==> src/rtl/mul_rr_scheduler.sv <==
// mul_rr_scheduler: round-robin arbiter sharing one shift-add unsigned multiplier among NREQ requesters
module mul_rr_scheduler #(
  parameter int NREQ  = 4,
  parameter int WIDTH = 8,
  parameter int ID_W  = 2
) (
  input  logic                  clk,
  input  logic                  rst,
  input  logic [NREQ-1:0]       req,
  input  logic [NREQ*WIDTH-1:0] a_flat,
  input  logic [NREQ*WIDTH-1:0] b_flat,
  output logic [NREQ-1:0]       gnt,
  output logic                  busy,
  output logic [2*WIDTH-1:0]    y,
  output logic                  resp_valid,
  output logic [ID_W-1:0]       resp_id
);
  localparam int CW = $clog2(WIDTH) + 1;
  typedef enum logic [1:0] {IDLE, BUSY, DONE} state_t;
  state_t state, state_n;
  logic [ID_W-1:0] last, cur_id, sel;
  logic found;
  logic [WIDTH-1:0] a_sel, b_sel, mplier;
  logic [2*WIDTH-1:0] mcand, acc;
  logic [CW-1:0] count;
  int idx;
  // Search starts just after the last served requester, wrapping around.
  always_comb begin
    gnt = '0;
    sel = last;
    found = 1'b0;
    a_sel = '0;
    b_sel = '0;
    idx = 0;
    for (int k = 1; k <= NREQ; k++) begin
      idx = int'(last) + k;
      idx = idx >= NREQ ? idx - NREQ : idx;
      if (!found && state == IDLE && req[idx]) begin
        found = 1'b1;
        sel = ID_W'(idx);
        gnt[idx] = 1'b1;
        a_sel = a_flat[idx*WIDTH +: WIDTH];
        b_sel = b_flat[idx*WIDTH +: WIDTH];
      end
    end
  end
  always_comb begin
    state_n = state == IDLE ? (found ? BUSY : IDLE) :
              state == BUSY ? (count == CW'(WIDTH-1) ? DONE : BUSY) : IDLE;
  end
  assign busy = state != IDLE;
  always_ff @(posedge clk or posedge rst) begin
    if (rst) begin
      state      <= IDLE;
      last       <= ID_W'(NREQ-1);
      cur_id     <= '0;
      mcand      <= '0;
      mplier     <= '0;
      acc        <= '0;
      count      <= '0;
      y          <= '0;
      resp_valid <= 1'b0;
      resp_id    <= '0;
    end else begin
      state      <= state_n;
      resp_valid <= state == DONE;
      if (state == IDLE && found) begin
        mcand  <= {{WIDTH{1'b0}}, a_sel};
        mplier <= b_sel;
        acc    <= '0;
        count  <= '0;
        cur_id <= sel;
        last   <= sel;
      end
      if (state == BUSY) begin
        if (mplier[0]) acc <= acc + mcand;
        mcand  <= mcand << 1;
        mplier <= mplier >> 1;
        count  <= count + 1'b1;
      end
      if (state == DONE) begin
        y       <= acc;
        resp_id <= cur_id;
      end
    end
  end
endmodule
==> config.mk <==
export PLATFORM = sky130hd
export DESIGN_NAME = mul_rr_scheduler
export DESIGN_NICKNAME = d
export VERILOG_FILES = /design/src/rtl/mul_rr_scheduler.sv
export SDC_FILE = /design/constraint.sdc
export NUM_CORES = 1
export LEC_CHECK = 0
export ABC_AREA = 1
export CAP_MARGIN = 40
export CORE_AREA = 2 2 111 113
export DETAILED_ROUTE_END_ITERATION = 6
export DIE_AREA = 0 0 113 115
export HOLD_SLACK_MARGIN = 0.06
export PLACE_DENSITY = 0.77
export SYNTH_ARGS = -nofsm -noshare
export SYNTH_HDL_FRONTEND = slang
export SYNTH_SLANG_ARGS = --single-unit
==> constraint.sdc <==
create_clock -name clk -period 4.9 [get_ports clk]
set_input_delay 0.98 -clock clk [delete_from_list [all_inputs] [get_ports clk]]
set_output_delay 0.98 -clock clk [all_outputs]
set_load 0.02 [all_outputs]
Word level (Yosys, flattened, before mapping)

Cells that the tools add are included.
W data, S select, Z words.

Output and inout port bits: 24
Word-level logic and storage cells: 121
Bits in registers: 69

Bitwise operators: 3
Magnitude comparators: 12
Shift-type cells: 8
Equality and inequality tests: 3
Reduce and logical (&&, ||, !) cells: 18
Mux-type cells: 57
$add $sub $neg: 10

Operators by type and width:

| kind                  | number |
|---|---|
| $shiftx A32 B32 Y8    | 8 |
| $ge A32 B1 Y1 const B | 4 |
| $lt A32 B4 Y1 const B | 4 |
| $mux W32              | 4 |
| $mux W16              | 5 |
| $mux W8               | 10 |
| $mux W4               | 6 |
| $mux W1               | 17 |
| $add A16 B16 Y16      | 1 |
| $mux W2               | 7 |
| $logic_and A1 B1 Y1   | 12 |
| $or A4 B4 Y4          | 3 |
| $sub A3 B3 Y4 const B | 3 |
| $ge A3 B3 Y1 const B  | 3 |
| $bmux W1 S2           | 4 |
| $demux W1 S2          | 4 |
| $add A2 B2 Y3 const B | 2 |
| $sub A4 B3 Y5 const B | 1 |
| $add A2 B3 Y4 const B | 1 |
| $add A4 B1 Y4 const B | 1 |
| $eq A4 B3 Y1 const B  | 1 |
| $ge A4 B3 Y1 const B  | 1 |
| $reduce_bool A2 Y1    | 2 |
| $add A2 B1 Y3 const B | 1 |
| other kinds (4)       | 6 |

Logic depth before layout (Yosys ltp)

Depth after elaboration: 24
Mapped depth: 16
Mapped depth without buffers: 13

Least setup slack after synthesis

No wires, ideal clock.

Path kind: register -> output
Start point: reg last[0]
End point: out gnt[1]
Path slack: 1,387 ps
Cell stages (with the launch flop): 13
Path buffers: 3
Arrival: 2,533 ps
Cells stage by stage: dfstp_2 > inv_2 > buf_6 > buf_2 > ha_1 > buf_2 > inv_2 > nand3_1 > nand2_2 > nand4_2 > inv_1 > nand2_1 > o21ai_0

Word-level cells in the longest chain between the ends: 20
Elaborated cells on any way between the ends: 68
Classes of those cells: add/sub: 8; order compare: 12; mux: 31; bitwise: 3; reduce/logical: 14

RTL lines:

| what                                                                   | line | text |
|---|---|---|
| start, declared                                                        | 21   | `logic [ID_W-1:0] last, cur_id, sel;` |
| start signal, assigned                                                 | 55   | `last <= ID_W'(NREQ-1);` |
| start signal, assigned                                                 | 73   | `last <= sel;` |
| parallel branches: the longest is 19 deep, another holds $ge A32 B1 Y1 | --   |  |
| $mux W4 *                                                              | 38   | `if (!found && state == IDLE && req[idx]) begin` |
| end, declared                                                          | 12   | `output logic [NREQ-1:0] gnt,` |

Mark *: on every way between the ends. The select of a mux whose other input is x is not followed.

Final worst setup path

Ends and elaborated chain as after synthesis.

==> results_dict.tcl <==
set metrics [dict create \
    syn_inst 989 \
    hold_end "resp_id[0]" \
    io_pins 94 \
    startpoint "last[0]" \
    crit-reg2reg-capture "cur_id[1]" \
    cts_root_buffer "clkbuf_16" \
    syn_avg_cell_area_um2 6.160 \
    die_y_um 115 \
    firstDrtPassIters 7 \
    clockPowerShare_pct 13.2 \
    yosys.area.top_type "dfrtp_1" \
    ys_types 39 \
    vias 6543 \
    skew_ps 7.199 \
    layout_setup_ws_ps 610.4 \
    yosysSeqAreaShare_pct 28.38 \
    path_cells "inv_2, ha_1, buf_4, inv_2, nand3_1, nand3_1, inv_2, nand2_1, o21ai_0, a21oi_1, o21ai_0, clkdlybuf4s50_1" \
    internal_power_uw 2301 \
    worst_skew_pair.late_latency_ps 330 \
    cts_tree "done" \
    post-route-period-util_pct 87.54 \
    post-cts-setup-buffers 0 \
    fillers 1100 \
    rsz0062_at_grt "no" \
    maxCapViolCount 0 \
    dpl.hpwl_um 11710 \
    viasPerCell 5.434 \
    swShare_pct 52.01 \
    ir_drop_mv 0.3177 \
    clockBufferDepth 2 \
    synthSimpleGateAreaFrac_pct 42.41 \
    p_per_area_mw_per_mm2 652.2 \
    p_leak_uw 0.003708 \
    multiInputGateArea_mm2 0.003767 \
    cpMaxStageDelayCell "dfstp_2" \
    crit_top_cell "inv_2" \
    fmax_ghz 0.2331 \
    hold_viol_final 0 \
    max_slew_margin_pct 50.17 \
    synth_top_area_share_pct 27.52 \
    cts.sinks 69 \
    p_switching_uw 2494 \
    fin_tns_setup_ps 0 \
    cts_resized 0 \
    fin_crit_ps 4290 \
    grt_max_degree 97 \
    cp_slowest_stage_delay_ps 660 \
    cp.arrival_ps 3310 \
    wl_per_cell_um 13.53 \
    grt_usage_pct 25.56 \
    synth_compound_area_share_pct 13.29 \
    end_kind "output pin" \
    drt_iter0_markers 447 \
    muxShareOfSynthArea_pct 0.1643 \
    violations "design-rule violations" \
    clk_pin_slew_ps 60 \
    antenna_found_initial 0 \
    placementRows 40 \
    p_seq_share_pct 21.1 \
    power_frac_comb_pct 65.7 \
    p_total_uw 4795 \
    place_congestion 0.9772 \
    synth_xor_xnor_area_share_pct 0.7188 \
    area_growth_syn_to_layout_pct 20.68 \
    layout_common_cells "351 x nand2_1, 120 x o21ai_0, 93 x clkdlybuf4s50_1, 80 x inv_1, 73 x nand3_1" \
    core_mm2 0.01181 \
    worstPathMaxFanout 35 \
    hold_depth 2 \
    final_common_cell "nand2_1" \
    syn-num-nets 1084 \
    critPathLaunchType "register" \
    drive_gt1_share_pct 5.393 \
    port-buffer-count 93 \
    netlist_area_mm2 0.006092 \
    hold_buffers 0 \
    holdWs_ps 466.5 \
    rr_startpoint "last[0]" \
    grt_pass1_vias 5790 \
    die_width_um 113 \
    drv_slew 0 \
    diodes 0 \
    synth_seq_cells 69 \
    required_ps 3920 \
    synth_top_family_by_area "simple AND/OR/NAND/NOR gates" \
    min-delay-start "resp_id[0]" \
    layout.nets 1147 \
    cts_made_buffers 9 \
    worstMarginPinSlew_ps 747.4 \
    synth.area.top_cells "dfrtp_1 28%, nand2_1 22%, o21ai_0 9.9%" \
    status "finished, violations left" \
    hold_path.class "reg2reg" \
    r2r_cells 13 \
    yosys_warnings 0 \
    antenna_left 0 \
    regArea_mm2 0.001729 \
    worst-setup-path-type "reg2out" \
    wl_um 16290 \
    htreeDepth 3 \
    r2r_setup_slack_ps 1750 \
    overflow 0 \
    final-setup-viol-count 0 \
    post-route-drc-count 9 \
    initial_core_util_pct 51.58 \
    grt_pass1_wl_um 27480 \
    pre_cts_slack_ps 782.1 \
    die-area_mm2 0.01300 \
    synth_fa_ha_area_share_pct 5.258 \
]
## worst max path at each step
stage | endpoint | cells past startpoint
floorplan | gnt[1] | 12
global placement | gnt[1] | 10
detailed placement | gnt[1] | 10
CTS | gnt[1] | 12
global route | gnt[1] | 12
finish | gnt[1] | 12
## worst max-delay path: cells and delay by family (launching register included)
family          cells  cell delay, ps
flops               1             660
simple gates        3             370
fa+ha+maj           1             270
compound gates      3             230
buf+inv             5            1450
## cells by family after synthesis
kind of cell	Yosys count
simple gates	589
xor+xnor	5
buf+inv	142
flops	69
fa+ha+maj	25
compound gates	158
mux	1
## final cells by class
cell class | count | area share [%]
Clock inverter | 6 | 0.8679
Tap cell | 147 | 2.502
Inverter | 86 | 4.391
Clock buffer | 10 | 3.114
Sequential cell | 69 | 23.52
Timing Repair Buffer | 108 | 14.36
Multi-Input combinational cell | 778 | 51.24
## power groups by stage
stage / logic (uW) / clock network, uW / registers, uW
after floorplan: 2320 / 0 / 1050
after global placement: 3080 / 0 / 1010
after detailed placement: 3120 / 0 / 1020
after CTS: 3130 / 640 / 1010
after global routing: 3560 / 666 / 1040
final: 3150 / 631 / 1010
## cell usage after synthesis (all sizes together)
library cell,n
buf,26
xnor2,2
o21bai,2
nor2,67
o211ai,3
dfrtp,67
nor3,15
xor2,3
nor4,1
a21o,1
dfstp,2
mux2i,1
or2,16
a21oi,23
ha,24
o21ai,127
nand3,73
nand2,355
a21boi,1
inv,86
nand4,56
o22ai,1
clkbuf,30
fa,1
nand3b,4
and2,2
## layer usage
layer	track usage (%)	wire length, um	up-vias
met4	7.317	265	0
li1	-	-	3371
met3	2.952	947	19
met2	42.00	7511	222
met1	35.88	7561	2931
met5	0	0	-
## sequential cells by signal (all words and copies together), names as in the netlist
register and flops:
acc 16, count 4, cur_id 2, last 2, mcand 16, mplier 8, resp_id 2, resp_valid 1
state 2, y 16
## per-stage QoR
step	instances	utilization (%)	cell area, um2
after floorplan	989	-	6092
after global placement	1187	59.60	7039
after detailed placement	1188	59.77	7059
after CTS	1204	62.25	7352
after global routing	1204	62.25	7352
final	1204	62.25	7352
No activity file was read; power rests on OpenSTA's default activity.
